## src/rtl/relu_pool_ctrl_if.sv

```systemverilog
// Handshake and buffer bus between the ReLU/pool sequencer and its neighbours:
// the conv output RAM, the pool unit and the pooled-map RAM.
interface relu_pool_ctrl_if #(
   parameter int AW  = 13,
   parameter int OAW = 11
);
   logic           start;
   logic           busy;
   logic           done;
   logic           rd_en;
   logic [AW-1:0]  rd_addr;
   logic [15:0]    rd_data;
   logic           pool_vld;
   logic [15:0]    pool_num1;
   logic [15:0]    pool_num2;
   logic [15:0]    pool_num3;
   logic [15:0]    pool_num4;
   logic           pool_dout_vld;
   logic [7:0]     pool_dout;
   logic           wr_en;
   logic [OAW-1:0] wr_addr;
   logic [7:0]     wr_data;

   modport master (
      input  start, rd_data, pool_dout_vld, pool_dout,
      output busy, done, rd_en, rd_addr, pool_vld,
             pool_num1, pool_num2, pool_num3, pool_num4,
             wr_en, wr_addr, wr_data
   );

   modport slave (
      output start, rd_data, pool_dout_vld, pool_dout,
      input  busy, done, rd_en, rd_addr, pool_vld,
             pool_num1, pool_num2, pool_num3, pool_num4,
             wr_en, wr_addr, wr_data
   );
endinterface

```

## src/rtl/relu_pool_ctrl.sv

```systemverilog
// Walks every 2x2 window of a channel-major conv map, feeds the four operands to
// the ReLU/max-pool unit and stores each pooled byte at the linear window index.
module relu_pool_ctrl #(
   parameter int IN_W = 28,
   parameter int IN_H = 28,
   parameter int CH   = 6,
   parameter int AW   = 13,
   parameter int OAW  = 11
) (
   input  logic             clk,
   input  logic             rst,
   relu_pool_ctrl_if.master bus
);
   localparam int OW = IN_W / 2;
   localparam int OH = IN_H / 2;
   localparam int XW = (OW > 1) ? $clog2(OW) : 1;
   localparam int YW = (OH > 1) ? $clog2(OH) : 1;
   localparam int CW = (CH > 1) ? $clog2(CH) : 1;

   typedef enum logic [2:0] {S_IDLE, S_RD, S_LAST, S_POOL, S_WR, S_DONE} state_t;

   state_t         state, state_nx;
   logic [1:0]     idx;
   logic [AW-1:0]  base;
   logic [AW-1:0]  offs;
   logic [XW-1:0]  ox;
   logic [YW-1:0]  oy;
   logic [CW-1:0]  c;
   logic [OAW-1:0] widx;
   logic [15:0]    num1, num2, num3, num4;
   logic [7:0]     wr_data_q;
   logic           ox_last, oy_last, last_win;

   assign ox_last  = (ox == XW'(OW - 1));
   assign oy_last  = (oy == YW'(OH - 1));
   assign last_win = ox_last && oy_last && (c == CW'(CH - 1));

   always_comb begin
      state_nx = state;
      case (state)
         S_IDLE: if (bus.start) state_nx = S_RD;
         S_RD:   if (idx == 2'd3) state_nx = S_LAST;
         S_LAST: state_nx = S_POOL;
         S_POOL: if (bus.pool_dout_vld) state_nx = S_WR;
         S_WR:   state_nx = last_win ? S_DONE : S_RD;
         S_DONE: state_nx = S_IDLE;
         default: state_nx = S_IDLE;
      endcase
   end

   // Operand order within the window: top-left, top-right, bottom-left, bottom-right.
   always_comb begin
      offs = '0;
      case (idx)
         2'd0: offs = AW'(0);
         2'd1: offs = AW'(1);
         2'd2: offs = AW'(IN_W);
         2'd3: offs = AW'(IN_W + 1);
         default: offs = '0;
      endcase
   end

   assign bus.busy      = (state != S_IDLE);
   assign bus.done      = (state == S_DONE);
   assign bus.rd_en     = (state == S_RD);
   assign bus.rd_addr   = (state == S_RD) ? (base + offs) : '0;
   assign bus.pool_vld  = (state == S_POOL);
   assign bus.wr_en     = (state == S_WR);
   assign bus.wr_addr   = (state == S_WR) ? widx : '0;
   assign bus.wr_data   = wr_data_q;
   assign bus.pool_num1 = num1;
   assign bus.pool_num2 = num2;
   assign bus.pool_num3 = num3;
   assign bus.pool_num4 = num4;

   always_ff @(posedge clk) begin
      if (!rst) begin
         state     <= S_IDLE;
         idx       <= '0;
         base      <= '0;
         ox        <= '0;
         oy        <= '0;
         c         <= '0;
         widx      <= '0;
         num1      <= '0;
         num2      <= '0;
         num3      <= '0;
         num4      <= '0;
         wr_data_q <= '0;
      end else begin
         state <= state_nx;
         case (state)
            S_IDLE: if (bus.start) begin
               idx  <= '0;
               base <= '0;
               ox   <= '0;
               oy   <= '0;
               c    <= '0;
               widx <= '0;
            end
            S_RD: begin
               idx <= idx + 2'd1;
               // rd_data holds the operand addressed on the previous cycle
               case (idx)
                  2'd1: num1 <= bus.rd_data;
                  2'd2: num2 <= bus.rd_data;
                  2'd3: num3 <= bus.rd_data;
                  default: ;
               endcase
            end
            S_LAST: num4 <= bus.rd_data;
            S_POOL: if (bus.pool_dout_vld) wr_data_q <= bus.pool_dout;
            S_WR: begin
               widx <= widx + OAW'(1);
               // Row and channel steps land on the same +IN_W+2 base delta.
               base <= base + (ox_last ? AW'(IN_W + 2) : AW'(2));
               if (ox_last) begin
                  ox <= '0;
                  if (oy_last) begin
                     oy <= '0;
                     c  <= c + CW'(1);
                  end else begin
                     oy <= oy + YW'(1);
                  end
               end else begin
                  ox <= ox + XW'(1);
               end
            end
            default: ;
         endcase
      end
   end
endmodule

```

## src/flat_wrapper.sv

```systemverilog
// flat-port wrapper written by rule: the top's interface ports become plain ports
module relu_pool_ctrl_flat 
#(
   parameter int IN_W = 28,
   parameter int IN_H = 28,
   parameter int CH   = 6,
   parameter int AW   = 13,
   parameter int OAW  = 11
)
  (clk, rst, bus_start, bus_rd_data, bus_pool_dout_vld, bus_pool_dout, bus_busy, bus_done, bus_rd_en, bus_rd_addr, bus_pool_vld, bus_pool_num1, bus_pool_num2, bus_pool_num3, bus_pool_num4, bus_wr_en, bus_wr_addr, bus_wr_data);
  relu_pool_ctrl_if #(.AW(AW), .OAW(OAW)) bus_i ();
  input  logic clk;
  input  logic rst;
  input wire logic [$bits(bus_i.start)-1:0] bus_start;
  input wire logic [$bits(bus_i.rd_data)-1:0] bus_rd_data;
  input wire logic [$bits(bus_i.pool_dout_vld)-1:0] bus_pool_dout_vld;
  input wire logic [$bits(bus_i.pool_dout)-1:0] bus_pool_dout;
  output wire logic [$bits(bus_i.busy)-1:0] bus_busy;
  output wire logic [$bits(bus_i.done)-1:0] bus_done;
  output wire logic [$bits(bus_i.rd_en)-1:0] bus_rd_en;
  output wire logic [$bits(bus_i.rd_addr)-1:0] bus_rd_addr;
  output wire logic [$bits(bus_i.pool_vld)-1:0] bus_pool_vld;
  output wire logic [$bits(bus_i.pool_num1)-1:0] bus_pool_num1;
  output wire logic [$bits(bus_i.pool_num2)-1:0] bus_pool_num2;
  output wire logic [$bits(bus_i.pool_num3)-1:0] bus_pool_num3;
  output wire logic [$bits(bus_i.pool_num4)-1:0] bus_pool_num4;
  output wire logic [$bits(bus_i.wr_en)-1:0] bus_wr_en;
  output wire logic [$bits(bus_i.wr_addr)-1:0] bus_wr_addr;
  output wire logic [$bits(bus_i.wr_data)-1:0] bus_wr_data;
  assign bus_i.start = bus_start;
  assign bus_i.rd_data = bus_rd_data;
  assign bus_i.pool_dout_vld = bus_pool_dout_vld;
  assign bus_i.pool_dout = bus_pool_dout;
  assign bus_busy = bus_i.busy;
  assign bus_done = bus_i.done;
  assign bus_rd_en = bus_i.rd_en;
  assign bus_rd_addr = bus_i.rd_addr;
  assign bus_pool_vld = bus_i.pool_vld;
  assign bus_pool_num1 = bus_i.pool_num1;
  assign bus_pool_num2 = bus_i.pool_num2;
  assign bus_pool_num3 = bus_i.pool_num3;
  assign bus_pool_num4 = bus_i.pool_num4;
  assign bus_wr_en = bus_i.wr_en;
  assign bus_wr_addr = bus_i.wr_addr;
  assign bus_wr_data = bus_i.wr_data;
  relu_pool_ctrl #(.IN_W(IN_W), .IN_H(IN_H), .CH(CH), .AW(AW), .OAW(OAW)) u_core (.clk(clk), .rst(rst), .bus(bus_i));
endmodule
```

## config.mk

```make
export PLATFORM = sky130hd
export DESIGN_NAME = relu_pool_ctrl_flat
export DESIGN_NICKNAME = d
export VERILOG_FILES = /design/src/rtl/relu_pool_ctrl_if.sv /design/src/rtl/relu_pool_ctrl.sv /design/src/flat_wrapper.sv
export SDC_FILE = /design/constraint.sdc
export NUM_CORES = 1
export LEC_CHECK = 0
export CORE_ASPECT_RATIO = 1.25
export CORE_MARGIN = 10
export CORE_UTILIZATION = 30
export DETAILED_ROUTE_END_ITERATION = 8
export REMOVE_ABC_BUFFERS = 1
export SLEW_MARGIN = 20
export SYNTH_ARGS = -nofsm -noshare
export SYNTH_HDL_FRONTEND = slang
export SYNTH_SLANG_ARGS = --single-unit
```

## constraint.sdc

```tcl
create_clock -name clk -period 4.9 [get_ports clk]
set_clock_uncertainty 0.1 [all_clocks]
set_input_delay 0.98 -clock clk [delete_from_list [all_inputs] [get_ports clk]]
set_output_delay 0.98 -clock clk [all_outputs]
set_load 0.01 [all_outputs]
```

==> flow_metrics.py, run 1 <==
metrics = {
    "outcome": {
        "status": "finished, final reports clean",
    },
    "place": {
        "dpl.hpwl_um": 10350,
        "gp_congestion": 0.7800,
        "dp_cells": 964,
        "numPortBuffers": 128,
    },
    "sta": {
        "slew_viol_final": 0,
        "rsz0062_at_grt": "no",
        "post-route-period-util": 0.8407,
        "period_needed_ns": 4.120,
        "worst_pin_slew_ns": 0.7918,
        "hold_viol": 0,
        "finalSetupTns_ns": 0,
        "setup_viol": 0,
        "hold-worst-slack_ns": 0.3532,
        "fmax_ghz": 0.2427,
        "slew_headroom": 0.4721,
    },
    "logic_synthesis": {
        "syn_area_mm2": 0.005102,
        "synth-edff-count": 0,
        "yosys-top-cells-count": "nand2_1, dfxtp_1, a21oi_1",
        "synth_top_family_by_area": "simple AND/OR/NAND/NOR gates",
        "synth-main-ff-cell": "dfxtp_1",
        "synth_top_cell_by_area": "dfxtp_1",
        "synthCells": 657,
        "synth_fa_ha_area_frac": 0.03433,
        "synth_area_leaders": "dfxtp_1, nand2_1, a21oi_1",
        "synth.avg_cell_area_um2": 7.766,
        "synthSimpleGateAreaFrac": 0.2739,
        "yosysMostFrequentCell": "nand2_1",
        "synth_top_area_share": 0.4355,
        "yosysUniqueCellTypes": 57,
        "async_flop_share": 0,
        "synth.ff_latch_count": 111,
        "ys_seq_area_frac": 0.4355,
        "synth_compound_area_frac": 0.1685,
        "yosys_warnings": 0,
        "synth_xor_area_frac": 0.01717,
        "synth_mux_area_frac": 0.01692,
    },
    "layout": {
        "antennaDiodeCount": 0,
        "n_fill_cell": 1738,
        "syn2layout_area_growth_pct": 32.81,
        "nets": 797,
        "drive_above_1_share": 0.04868,
        "stdcell_count": 980,
    },
    "routing": {
        "vias": 4653,
        "avgViaCountPerCell": 4.748,
        "ant_nets": 0,
        "wl_per_cell_um": 14.96,
        "dr.pass1.iters": 4,
        "drc": 0,
        "drtIter0Drc": 246,
        "routed_wl_um": 14660,
    },
    "global_route": {
        "grt.total_usage": 0.1261,
        "grt_pass1_wl_um": 23270,
        "grt.met2_usage": 0.2189,
        "grt_max_degree": 69,
        "grt-busiest-layer": "met2",
        "grt_antenna_before_repair": 0,
        "overflow": 0,
        "grt_pass1_vias": 4442,
        "use_met3": 0.02300,
        "grt_use_met1": 0.1504,
    },
    "die": {
        "die_area_mm2": 0.02266,
        "core_mm2": 0.01678,
        "io_pins": 129,
        "die_w_um": 136.6,
        "initial_core_util": 0.3041,
        "num_rows": 53,
        "die_h_um": 165.8,
    },
    "clock_network": {
        "cts_buffers": 9,
        "hold_buffers": 0,
        "clk_pin_slew_worst_paths_ns": 0.07,
        "h-tree-depth": 3,
        "clock-sinks": 111,
        "clockBufferDepth": 2,
        "clk-insertion-delay-late_ns": 0.35,
        "cts_resized": 0,
        "cts_tree": "yes",
        "post-cts-setup-buffer-count": 0,
        "clock-root-buffer": "clkbuf_16",
    },
    "worst_setup_path": {
        "crit_arrival_ns": 3.04,
        "start_kind": "flop",
        "end_kind": "output pin",
        "path_max_fanout": 17,
        "critical_path_class": "flop to output pin",
        "required_ns": 3.82,
    },
    "pwr": {
        "peakVddDrop_mv": 0.1461,
        "power.leakage_nw": 2.281,
        "powerDensity_mw_per_mm2": 290.8,
    },
    "flow_run": {
        "cap_violations": 0,
    },
    "hold_path": {
        "hold_class": "flop to flop",
    },
}
path summary, 6_finish.rpt:
path	startpoint	to	slack [ns]	depth (start not counted)
worst max register to register	u_core.ox[1]$_SDFFE_PN0P_	u_core.base[5]$_SDFFE_PN0P_	2.40	10
worst min register to register	u_core.bus.pool_num2[6]$_SDFFE_PN0P_	u_core.bus.pool_num2[6]$_SDFFE_PN0P_	0.35	2
worst min-delay path	u_core.bus.pool_num2[6]$_SDFFE_PN0P_	u_core.bus.pool_num2[6]$_SDFFE_PN0P_	0.35	2
worst max-delay path	u_core.state[0]$_SDFFE_PN0P_	bus_rd_addr[0]	0.78	5
layout by cell type (no fill, tap or decap), types with 2 or more instances in the layout:
cell	Yosys	final
a21boi_0	2	2
nand2_1	171	171
and3_1	7	7
clkdlybuf4s50_1	0	128
o22ai_1	2	2
and2_1	19	19
mux2i_1	3	3
or3_1	13	13
inv_1	10	9
nand3_1	21	21
a31oi_1	3	3
a21oi_1	110	110
ha_1	14	14
nand4b_1	2	2
mux2_2	4	4
clkbuf_16	0	9
and3b_1	3	3
nand2b_1	6	6
o21ai_0	17	17
clkinv_4	0	2
buf_4	7	2
o211ai_1	5	5
nor2b_1	3	3
inv_6	0	2
or3b_1	2	2
a311oi_1	4	4
nand4_1	2	2
nor2_1	33	33
nor3_1	10	10
dfxtp_1	111	111
xnor2_1	9	9
or2_2	3	3
inv_2	1	2
layer usage:
metal / share of wire / routed length, um
met1: 0.44 / 6420
met2: 0.49 / 7218
met3: 0.056 / 825
met4: 0.013 / 191
met5: 0 / 0
critical path, cell delays in order (launching register included):
cell and delay [ns]:
dfxtp_1 0.49, or3b_1 0.64, inv_2 0.26, nand2_1 0.44, a21oi_1 0.27, clkdlybuf4s50_1 0.59
metrics by stage:
| stage | setup slack (ns) | instance area [um2] | utilization | power, W |
|---|---|---|---|---|
| after floorplan | 1.989 | 4880 | - | 0.001089 |
| after global placement | 1.181 | 6471 | 0.3857 | 0.001227 |
| after detailed placement | 1.138 | 6471 | 0.3857 | 0.001227 |
| after CTS | 0.7246 | 6777 | 0.4039 | 0.002002 |
| after global routing | 0.5692 | 6777 | 0.4039 | 0.002049 |
| final | 0.7805 | 6777 | 0.4039 | 0.001970 |
state kept, by name, summed over array words and instances (netlist names):
name,flops
u_core.bus.wr_data,8
u_core.bus.pool_num1,16
u_core.idx,2
u_core.state,3
u_core.bus.pool_num3,16
u_core.base,12
u_core.c,3
u_core.widx,11
u_core.oy,4
u_core.bus.pool_num4,16
u_core.ox,4
u_core.bus.pool_num2,16
layout make-up:
class	count	area [um2]	share of cell area
Multi-Input combinational cell	490	2610	0.3852
Inverter	12	47.55	0.007016
Tap cell	220	275.3	0.04062
Clock inverter	6	76.32	0.01126
Timing Repair Buffer	131	1316	0.1942
Clock buffer	10	229.0	0.03379
Sequential cell	111	2222	0.3279
cells by family (layout without fill, tap and decap cells):
group | Yosys count | count (layout)
and+or+nand+nor | 303 | 303
AOI/OAI and AO/OA | 154 | 154
DFF | 111 | 111
buffers and inverters | 56 | 159
adders and majority gates | 14 | 14
xor gates and xnor gates | 10 | 10
muxes | 8 | 8
other | 1 | 1
power by group:
| group | total [W] | switching (W) | internal [W] |
|---|---|---|---|
| sequential | 0.000947 | 0.0000203 | 0.000927 |
| combinational | 0.000254 | 0.000147 | 0.000107 |
| clock | 0.000769 | 0.000363 | 0.000407 |
(Power assumes the default switching activity.)
==> run 2, diff against run 1 <==
==> constraint.sdc (replaced) <==
create_clock -name clk -period 3.9 [get_ports clk]
set_clock_uncertainty 0.1 [all_clocks]
set_input_delay 0.78 -clock clk [delete_from_list [all_inputs] [get_ports clk]]
set_output_delay 0.78 -clock clk [all_outputs]
set_load 0.01 [all_outputs]
==> run 2 against run 1 <==
  * Via count increased by 1.0%
  * First-iteration DRC count shrank 12%
  * Flip-flop and latch count stayed put
  * Critical path depth rose by 3
  * Cell area increased by 0.54%
  * Combinational power up 29%
  * Setup slack lost 0.54 ns
  * Non-clock buffer count up 4
  * Cell count increased by 0.41%
  * Sequential share of layout area shrank 0.17 points
  * Die area stayed put
  * Core utilization increased by 0.22 points
  * Critical path type unchanged
  * Largest cell class unchanged
==> flow_metrics.py, run 2 (synthesis gave the netlist of run 1 again) <==
metrics = {
    "outcome": {
        "status": "finished, final reports clean",
    },
    "hold_path": {
        "hold_class": "flop to flop",
    },
    "sta": {
        "slew_headroom": 0.4901,
        "fmax_ghz": 0.2729,
        "hold_viol": 0,
        "period_needed_ns": 3.664,
        "finalSetupTns_ns": 0,
        "setup_viol": 0,
        "slew_viol_final": 0,
        "hold-worst-slack_ns": 0.3542,
        "rsz0062_at_grt": "no",
        "worst_pin_slew_ns": 0.7649,
        "post-route-period-util": 0.9395,
    },
    "place": {
        "dpl.hpwl_um": 10520,
        "dp_cells": 968,
        "numPortBuffers": 128,
        "gp_congestion": 0.7877,
    },
    "clock_network": {
        "h-tree-depth": 3,
        "cts_tree": "yes",
        "cts_buffers": 9,
        "clk_pin_slew_worst_paths_ns": 0.07,
        "post-cts-setup-buffer-count": 0,
        "clk-insertion-delay-late_ns": 0.35,
        "hold_buffers": 0,
        "clock-root-buffer": "clkbuf_16",
        "clockBufferDepth": 2,
        "clock-sinks": 111,
    },
    "worst_setup_path": {
        "critical_path_class": "flop to output pin",
        "crit_arrival_ns": 2.78,
        "path_max_fanout": 11,
        "end_kind": "output pin",
        "required_ns": 3.02,
        "start_kind": "flop",
        "critPathMaxStageDelay_ns": 0.55,
        "path_cells": "inv_1 -> ha_2 -> nand2b_1 -> a21oi_1 -> o32a_1 -> or3_1 -> a21oi_1 -> clkdlybuf4s50_1",
        "cp_common_cell": "a21oi_1",
        "crit_slowest_cell": "clkdlybuf4s50_1",
    },
    "layout": {
        "stdcell_count": 984,
        "syn2layout_area_growth_pct": 33.52,
        "final_common_cell": "nand2_1",
        "drive_above_1_share": 0.05628,
        "nets": 801,
        "layout_common_cells": "nand2_1, clkdlybuf4s50_1, dfxtp_1, a21oi_1, nor2_1",
        "antennaDiodeCount": 0,
    },
    "global_route": {
        "grt_pass1_wl_um": 23830,
        "grt_pass1_vias": 4438,
        "overflow": 0,
        "grt_max_degree": 44,
        "grt.total_usage": 0.1285,
        "grt_antenna_before_repair": 0,
    },
    "pwr": {
        "powerDensity_mw_per_mm2": 358.9,
        "power.leakage_nw": 2.300,
        "peakVddDrop_mv": 0.1830,
        "finalPower_w": 0.002445,
    },
    "routing": {
        "routed_wl_um": 14890,
        "dr.pass1.iters": 4,
        "drtIter0Drc": 217,
        "vias": 4700,
        "wl_per_cell_um": 15.13,
        "drc": 0,
        "avgViaCountPerCell": 4.776,
        "ant_nets": 0,
    },
    "die": {
        "die_w_um": 136.6,
        "num_rows": 53,
        "io_pins": 129,
        "core_mm2": 0.01678,
        "initial_core_util": 0.3041,
        "die_h_um": 165.8,
        "die_area_mm2": 0.02266,
    },
    "flow_run": {
        "cap_violations": 0,
    },
}
==> run 2: routing by layer <==
metal	up-vias	GRT usage	share of wire
li1	2418	-	-
met1	2170	0.1573	0.45
met2	102	0.2206	0.49
met3	10	0.02331	0.057
met4	0	0.03852	0.0095
met5	-	0	0
==> run 2: repair_timing <==
item,CTS,global route
hold endpoints to repair,0,0
resized for setup,0,1
setup endpoints to repair,0,2
==> run 2: final timing paths <==
path | depth (start not counted) | start | slack, ns | endpoint
max reg2reg | 10 | u_core.ox[1]$_SDFFE_PN0P_ | 1.39 | u_core.base[5]$_SDFFE_PN0P_
min | 2 | u_core.bus.pool_num2[1]$_SDFFE_PN0P_ | 0.35 | u_core.bus.pool_num2[1]$_SDFFE_PN0P_
max | 8 | u_core.idx[0]$_SDFFE_PN0P_ | 0.24 | bus_rd_addr[12]
min reg2reg | 2 | u_core.bus.pool_num2[1]$_SDFFE_PN0P_ | 0.35 | u_core.bus.pool_num2[1]$_SDFFE_PN0P_
==> run 2: power breakdown <==
group	internal, W	switching (W)	leakage [nW]
Clock	0.000468	0.000460	0.147
Combinational	0.000140	0.000187	1.26
Sequential	0.00116	0.0000259	0.896
Total	0.00177	0.000672	2.30
==> run 2: cell type report <==
cell class,count,area (um2)
multi-input cells,490,2613
inverters,12,47.55
well taps,220,275.3
clock buffers,10,239.0
flip-flops and latches,111,2222
fillers,1744,9965
clock inverters,6,57.56
repair buffers,135,1359
==> run 2: through the flow <==
stage / area, um2 / util / setup slack [ns]
finish: 6813 / 0.4061 / 0.2359
global route: 6813 / 0.4061 / 0.06954
CTS: 6810 / 0.4059 / 0.1187
detailed placement: 6514 / 0.3882 / 0.5174
global placement: 6514 / 0.3882 / 0.5508
floorplan: 4880 / - / 1.189
==> run 2: critical path: cells and delay by family (launching register included) <==
| family | cells | cell delay (ns) |
|---|---|---|
| and+or+nand+nor | 2 | 0.50 |
| AOI/OAI and AO/OA | 3 | 0.60 |
| buffers and inverters | 2 | 0.67 |
| adders and majority gates | 1 | 0.31 |
| DFF | 1 | 0.35 |
